--- config.mk ---
export PLATFORM = sky130hd
export DESIGN_NAME = vscale_mul_div_param
export DESIGN_NICKNAME = d
export VERILOG_FILES = /design/src/rtl/vscale_mul_div_param.sv
export SDC_FILE = /design/constraint.sdc
export NUM_CORES = 1
export LEC_CHECK = 0
export ABC_AREA = 1
export BUFFER_PORTS_ARGS = -buffer_cell sky130_fd_sc_hd__buf_2
export CORE_UTILIZATION = 57
export DETAILED_ROUTE_END_ITERATION = 10
export GPL_TIMING_DRIVEN = 1
export PLACE_DENSITY = 0.86
export SLEW_MARGIN = 20
export SYNTH_ARGS = -nofsm -noshare
export SYNTH_HDL_FRONTEND = slang
export SYNTH_SLANG_ARGS = --single-unit
--- constraint.sdc ---
create_clock -name clk -period 2.35 [get_ports clk]
set_clock_uncertainty 0.2 [all_clocks]
set_input_delay 0.47 -clock clk [delete_from_list [all_inputs] [get_ports clk]]
set_output_delay 0.47 -clock clk [all_outputs]
set_load 0.1 [all_outputs]
--- src/rtl/vscale_mul_div_param.sv ---
// Iterative multiply/divide unit retiring BITS_PER_CYCLE bits per compute cycle.
// Divide-by-zero and signed-overflow divides are resolved at capture, so they skip COMPUTE.
module vscale_mul_div_param #(
    parameter int XLEN           = 32,
    parameter int BITS_PER_CYCLE = 1
) (
    input  logic            clk,
    input  logic            reset_n,
    input  logic            req_valid,
    output logic            req_ready,
    input  logic [1:0]      req_op,
    input  logic [1:0]      req_out_sel,
    input  logic            req_in_1_signed,
    input  logic            req_in_2_signed,
    input  logic [XLEN-1:0] req_in_1,
    input  logic [XLEN-1:0] req_in_2,
    input  logic            kill,
    output logic            resp_valid,
    input  logic            resp_ready,
    output logic [XLEN-1:0] resp_result
);

    localparam int BPC   = BITS_PER_CYCLE;
    localparam int ITER  = XLEN / BPC;
    localparam int CNT_W = (ITER > 1) ? $clog2(ITER) : 1;

    localparam logic [1:0] OP_DIV  = 2'd1;
    localparam logic [1:0] OP_REM  = 2'd2;
    localparam logic [1:0] SEL_HI  = 2'd1;
    localparam logic [1:0] SEL_REM = 2'd2;

    typedef enum logic [1:0] {S_IDLE, S_COMPUTE, S_SETUP, S_DONE} state_t;

    state_t state, next_state;

    logic [CNT_W-1:0]  counter;
    logic              op_div;      // DIV/REM datapath instead of MUL
    logic              negate;
    logic              special;     // acc already holds the final bypass result
    logic [1:0]        out_sel;
    logic [XLEN-1:0]   a_reg;       // multiplicand, or dividend shifted out MSB-first
    logic [XLEN-1:0]   b_reg;       // multiplier shifted out MSB-first, or divisor
    logic [2*XLEN-1:0] acc;         // product, or quotient bits
    logic [2*XLEN-1:0] rem;         // partial remainder, low XLEN bits significant
    logic [XLEN-1:0]   result;

    // capture-time decode
    logic              accept;
    logic              is_divrem;
    logic              sign_1, sign_2;
    logic [XLEN-1:0]   abs_1, abs_2;
    logic              div_zero, overflow, special_cap;
    logic [XLEN-1:0]   special_val;
    logic              negate_cap;

    // per-cycle datapath
    logic [2*XLEN-1:0] mul_acc, div_acc;
    logic [XLEN-1:0]   div_rem;
    logic [2*XLEN-1:0] src, signed_src;
    logic [XLEN-1:0]   final_result;

    assign resp_result = result;

    // Decode the incoming request: operand magnitudes, result sign and bypass cases.
    always_comb begin
        is_divrem   = (req_op == OP_DIV) || (req_op == OP_REM);
        sign_1      = req_in_1_signed && req_in_1[XLEN-1];
        sign_2      = req_in_2_signed && req_in_2[XLEN-1];
        abs_1       = sign_1 ? -req_in_1 : req_in_1;
        abs_2       = sign_2 ? -req_in_2 : req_in_2;
        negate_cap  = (req_op == OP_REM) ? sign_1 : (sign_1 ^ sign_2);
        div_zero    = is_divrem && (req_in_2 == '0);
        overflow    = is_divrem && req_in_1_signed && req_in_2_signed &&
                      (req_in_1 == {1'b1, {(XLEN-1){1'b0}}}) && (&req_in_2);
        special_cap = div_zero || overflow;
        if (div_zero)
            special_val = (req_op == OP_REM) ? req_in_1 : '1;
        else
            special_val = (req_op == OP_REM) ? '0 : {1'b1, {(XLEN-1){1'b0}}};
    end

    // One compute cycle: BPC shifted partial products for MUL, BPC chained restoring steps for DIV.
    always_comb begin
        logic [XLEN:0]     trial;
        logic [XLEN-1:0]   part;
        logic [BPC-1:0]    qbits;
        mul_acc = acc << BPC;
        part    = rem[XLEN-1:0];
        qbits   = '0;
        trial   = '0;
        for (int j = BPC - 1; j >= 0; j--) begin
            if (b_reg[XLEN-BPC+j])
                mul_acc = mul_acc + ({{XLEN{1'b0}}, a_reg} << j);
        end
        for (int j = 0; j < BPC; j++) begin
            trial = {part, a_reg[XLEN-1-j]};
            if (trial >= {1'b0, b_reg}) begin
                trial            = trial - {1'b0, b_reg};
                qbits[BPC-1-j]   = 1'b1;
            end
            part = trial[XLEN-1:0];
        end
        div_rem = part;
        div_acc = (acc << BPC) | {{(2*XLEN-BPC){1'b0}}, qbits};
    end

    // Final result: pick source, fix sign over the full width, then choose the half.
    always_comb begin
        src        = (out_sel == SEL_REM) ? rem : acc;
        signed_src = negate ? -src : src;
        if (special)
            final_result = acc[XLEN-1:0];
        else if (out_sel == SEL_HI)
            final_result = signed_src[2*XLEN-1:XLEN];
        else
            final_result = signed_src[XLEN-1:0];
    end

    // State register.
    always_ff @(posedge clk or negedge reset_n) begin
        if (!reset_n) state <= S_IDLE;
        else          state <= next_state;
    end

    // Next state and handshake outputs; kill wins everywhere.
    always_comb begin
        next_state = state;
        req_ready  = 1'b0;
        resp_valid = 1'b0;
        accept     = 1'b0;
        case (state)
            S_IDLE: begin
                req_ready = 1'b1;
                if (req_valid && !kill) begin
                    accept     = 1'b1;
                    next_state = special_cap ? S_SETUP : S_COMPUTE;
                end
            end
            S_COMPUTE: begin
                if (kill)                 next_state = S_IDLE;
                else if (counter == '0)   next_state = S_SETUP;
            end
            S_SETUP: begin
                next_state = kill ? S_IDLE : S_DONE;
            end
            S_DONE: begin
                resp_valid = !kill;
                if (kill || resp_ready) next_state = S_IDLE;
            end
            default: next_state = S_IDLE;
        endcase
    end

    // Datapath registers: load on accept, iterate in COMPUTE, latch result in SETUP.
    always_ff @(posedge clk or negedge reset_n) begin
        if (!reset_n) begin
            counter <= '0;
            op_div  <= 1'b0;
            negate  <= 1'b0;
            special <= 1'b0;
            out_sel <= '0;
            a_reg   <= '0;
            b_reg   <= '0;
            acc     <= '0;
            rem     <= '0;
            result  <= '0;
        end else if (accept) begin
            counter <= CNT_W'(ITER - 1);
            op_div  <= is_divrem;
            negate  <= negate_cap;
            special <= special_cap;
            out_sel <= req_out_sel;
            a_reg   <= abs_1;
            b_reg   <= abs_2;
            acc     <= special_cap ? {{XLEN{1'b0}}, special_val} : '0;
            rem     <= '0;
        end else if (state == S_COMPUTE) begin
            counter <= counter - CNT_W'(1);
            if (op_div) begin
                a_reg <= a_reg << BPC;
                acc   <= div_acc;
                rem   <= {{XLEN{1'b0}}, div_rem};
            end else begin
                b_reg <= b_reg << BPC;
                acc   <= mul_acc;
            end
        end else if (state == S_SETUP) begin
            result <= final_result;
        end
    end

endmodule
==> impl_results.md, run 1 <==
* Largest net degree at the start of global routing at 86
* Mapped cell area at 0.0197 mm²
* Placed Cells at 4,337
* Sink Count at 204
* Synth warn at 0
* Register area share after synthesis at 25.9%
* Die X at 188 µm
* Yosys top cell by area: dfrtp_1
* Err: [ERROR GRT-0232] Routing congestion too high. Check the congestion heatmap in the GUI.
* Gpl congestion at 1.19
* Syn_area_per_cell at 6.05 µm²
* Yosys reg bits at 204
* Total congestion overflow at 339
* All-layer global routing usage at 84.3%
* Post-synth EDFFs at 0
* Syn_nets at 3,407
* Chip height at 188 µm
* IO Pins at 109
* Htree depth at 1
* Syn Inst Count at 3,260
* Clock Tree Root: clkbuf_16
* Initial Utilization at 58.4%
* PortBufs at about 110
* GRT worst endpoint: resp_result[0]$_DFFE_PN0P_/D
* Top cell type's share of synthesized area at 25.9%
* CTS Buf Count at 24
* Top post-synthesis cells by area: dfrtp_1 (26%), nand2_1 (19%), o21ai_0 (8.9%), inv_1 (6.5%), nand3_1 (6.1%)
* Number of cell rows at 67
* Async SR Flop Fraction at 100%
* Ys flop type: dfrtp_1
* CTS max path bufs at 3
* Unique masters post-synth at between 40 and 50
* DP HPWL at 70,300 µm
* Last stage: global routing
* Worst ep type: register input
* Status: aborted with a tool error
==> synth_stat cells (8+ instances only) <==
master	number
nand2_1	995
o21ai_0	351
inv_1	344
nor2_1	290
nand3_1	239
a21oi_1	221
dfrtp_1	204
clkbuf_1	93
ha_1	70
xor2_1	57
nor3_1	49
o211ai_1	49
nand4_1	46
xnor2_1	34
nor4_1	19
o22ai_1	19
o221ai_1	18
buf_2	15
nor2_2	15
nand3b_1	14
buf_1	12
nand2_2	11
o21ai_1	11
a31oi_1	10
a21o_1	9
or2_2	8
==> kinds of logic after synthesis <==
kind of cell | share of synthesized area (%)
flops | 25.9
compound gates | 19.8
fa+ha+maj | 4.65
xor+xnor | 4.04
buf+inv | 9.63
simple gates | 36.0
==> per-stage QoR <==
| step | instance area [µm²] | utilization, % | hold slack [ns] | setup WS, ns |
|---|---|---|---|---|
| 2_1_floorplan | 19900 | - | -0.0256 | 0.00704 |
| 3_3_place_gp | 25600 | 75.8 | 0.233 | -0.446 |
| 3_5_place_dp | 25600 | 75.8 | 0.238 | -0.454 |
| 4_1_cts | 29500 | 87.4 | 0.00309 | -0.274 |
==> routing by layer <==
layer | overflow | GRT usage [%]
met2 | 192 | 97.7
met5 | 2 | 52.1
met1 | 13 | 84.0
met3 | 8 | 71.5
met4 | 124 | 84.3
==> what timing repair did <==
item / CTS
endpoints found under the setup margin: 123
hold endpoints to repair: 37
setup buffers: 96
gates cloned: 8
hold buffers: 2
resized for setup: 567
pin swaps: 166
==> run 2: changes to the inputs <==
Settings changed: CORE_UTILIZATION 57 to 40, PLACE_DENSITY 0.86 to default, PLACE_DENSITY_LB_ADDON from default to 0.15.
Clock period 2.35 ns to 3.1 ns, I/O delays scaled along.
==> run 2 against run 1 <==
Synthesized cell count is the same. Synthesized area is the same. The run now ends clean.
==> impl_results.md, run 2 <==
* Tcrit/Tclk final at 95.3%
* Gpl congestion at 1.07
* WHS at 0.155 ns
* Max-slew violation count at 0
* Number of cell rows at 80
* Setup slack at placement at -0.0746 ns
* Worst path slowest cell: dfrtp_1
* First-pass GRT wire length at 138,000 µm
* Detailed Routing Iterations Pass 1 at 6
* Synth warn at 0
* Wire per inst at around 23 µm
* Multi-input gate area at 0.0129 mm²
* Min cycle time layout at 2.96 ns
* VDD IR max at 565 µV
* All-layer global routing usage at around 37%
* Status: complete, no violations
* Pwr dens at 1400 mW/mm²
* Placed Cells at 4,061
* Top post-synthesis cells by area: dfrtp_1 (26%), nand2_1 (19%), o21ai_0 (8.9%), inv_1 (6.5%), nand3_1 (6.1%)
* Critical Path Max Stage Delay at 0.50 ns
* Static leakage at 11.2 nW
* Top cell type's share of synthesized area at 25.9%
* Syn_area_per_cell at 6.05 µm²
* Final TNS setup at 0 ns
* Most frequent cells in the layout: nand2_1 (989), o21ai_0 (347), inv_1 (343)
* Ys flop type: dfrtp_1
* CTS tree: yes
* Final ANT Viol Nets at 0
* Worst EP required at 3.37 ns
* Unique masters post-synth at 47
* Max cap viols at 0
* CTS Buf Count at 27
* Largest net degree at the start of global routing at 86
* NumNets Final at between 3,000 and 4,000
* Type of the worst setup path: flop to flop
* Crit start category: flop
* CP top delay family: simple AND/OR/NAND/NOR gates
* CTS clk-pin slew, worst paths at 0.07 ns
* Arr. time, crit path at 3.22 ns
* Final hold vios at 0
* P&R area growth vs syn at 16.5%
* Initial antenna violation count at 4
* Yosys top cell by area: dfrtp_1
* N_diodes at 0
* Core box area at 0.0481 mm²
* Crit end category: flop
* Layout Cells excl Fill at 4,112
* Buf/Inv on CP at 2
* Post-synth top cells: nand2_1 (995), o21ai_0 (351), inv_1 (344)
* Vias in the first global route at 22,000
* CTS max path bufs at 3
* Critical Path, Cell by Cell: ha_1 -> nand2_1 -> buf_4 -> nor2_1 -> a21oi_1 -> o21ai_0 -> nand2_1 -> nand2_1 -> nand3b_1 -> buf_4 -> nor2_1 -> nand2_1 -> nand3_1 -> nand2_1
* Setup ws final at 0.145 ns
* Post-layout power at 32.0 mW
* Initial Utilization at between 40% and 50%
* DP HPWL at ~75,000 µm
* Final number of setup-violating endpoints at 0
* Async SR Flop Fraction at 100%
* Register area share after synthesis at 25.9%
* Clock latency on the worst-skew pair at 0.58 ns
* Worst path most repeated cell: nand2_1
* FF/Latch Area at 0.00511 mm²
* Clock Tree Root: clkbuf_16
* Sink Count at 204
* PortBufs at around 110
* DRC Markers at 0
* IO Pins at 109
* Htree depth at 1
* Fmax at between 300 and 400 MHz
* Total congestion overflow at 0
* Yosys reg bits at 204
* Post-synth EDFFs at 0
* Mapped cell area at between 0.015 and 0.02 mm²
* Slew @ Worst Pin at 0.869 ns
* DR vias/cell at 5.77
* DR vias at 23,700
* Largest reg by FF count: acc
* Syn Inst Count at 3,260
* Most common cell after layout, fill and taps aside: nand2_1
* Top-count cell post-synth: nand2_1
* Filler instances at 5,183
* Final instance area at between 0.02 and 0.025 mm²
* Layout Utilization at between 40% and 50%
* Placement-stage cell area at 0.0220 mm²
* Rel. slew slack at between 40% and 50%
* Peak fanout along the critical path at 3
* Die ar. at 0.0502 mm²
* RSZ-0062 raised after global routing: no
* Initial drt markers at between 2,000 and 3,000
* Total routed wirelength at 93,400 µm
* Layout cells sized above 1 at 11.6%
* Chip height at ~220 µm
* Syn_nets at 3,407
* Number of flip-flops in the largest register at between 60 and 70
* Hold WC Path Type: input port to flop
* Die X at between 200 and 250 µm
[run 2: cell counts after synthesis]
No cell type changed its count.
[run 2: area by class of cell]
class,count,area share (%)
clock buffers,35,3.25
clock inverters,11,0.283
inverters,353,5.79
multi-input cells,2575,56.0
flip-flops and latches,204,22.2
well taps,656,3.57
repair buffers,278,8.84
[run 2: final timing paths]
check                                             from                           to  slack, ns  depth (start not counted)
max                                 acc[6]$_DFFE_PN0P_          acc[56]$_DFFE_PN0P_       0.14                         14
min                                     req_out_sel[1]       out_sel[1]$_DFFE_PN0P_       0.15                          3
max reg2reg                         acc[6]$_DFFE_PN0P_          acc[56]$_DFFE_PN0P_       0.14                         14
min reg2reg                resp_result[31]$_DFFE_PN0P_  resp_result[31]$_DFFE_PN0P_       0.27                          2
max in group asynchronous                      reset_n         state[1]$_DFFE_PN0P_       1.51                          3
min in group asynchronous                      reset_n          rem[10]$_DFFE_PN0P_       0.36                          2
[run 2: where the power goes]
part | switching, mW | leakage, nW | internal, mW
Sequential | 1.41 | 2.60 | 3.88
Combinational | 16.4 | 8.18 | 7.27
Clock | 1.34 | 0.407 | 1.68
Total | 19.2 | 11.2 | 12.8
[run 2: routing by layer]
metal  GRT usage [%]  routed length [µm]
met5               0                  24
met4            17.0                4870
met3            5.56                8550
met2            53.8               38600
met1            52.6               41300
[run 2: logic make-up after synthesis]
logic type,Yosys count,synth area share (%)
adder cells (fa/ha/maj),72,4.65
AO/OA/AOI/OAI,713,19.8
AND/OR/NAND/NOR,1698,36.0
flip-flops,204,25.9
buffers and inverters,482,9.63
XOR/XNOR,91,4.04
[run 2: repair_timing]
item | in CTS | in global routing
resized for setup | 0 | 29
hold buffers | 1 | 0
setup buffers | 0 | 3
endpoints found under the hold margin | 46 | 0
setup endpoints to repair | 0 | 56
[run 2: worst reg2reg max path, stage by stage, from the launching register on]
cell and delay, ns:
dfrtp_1 0.50, ha_1 0.37, nand2_1 0.17, buf_4 0.20, nor2_1 0.11, a21oi_1 0.09
o21ai_0 0.30, nand2_1 0.10, nand2_1 0.13, nand3b_1 0.20, buf_4 0.22, nor2_1 0.07
nand2_1 0.05, nand3_1 0.09, nand2_1 0.05
Note: power is estimated with default switching activity, not from simulation.
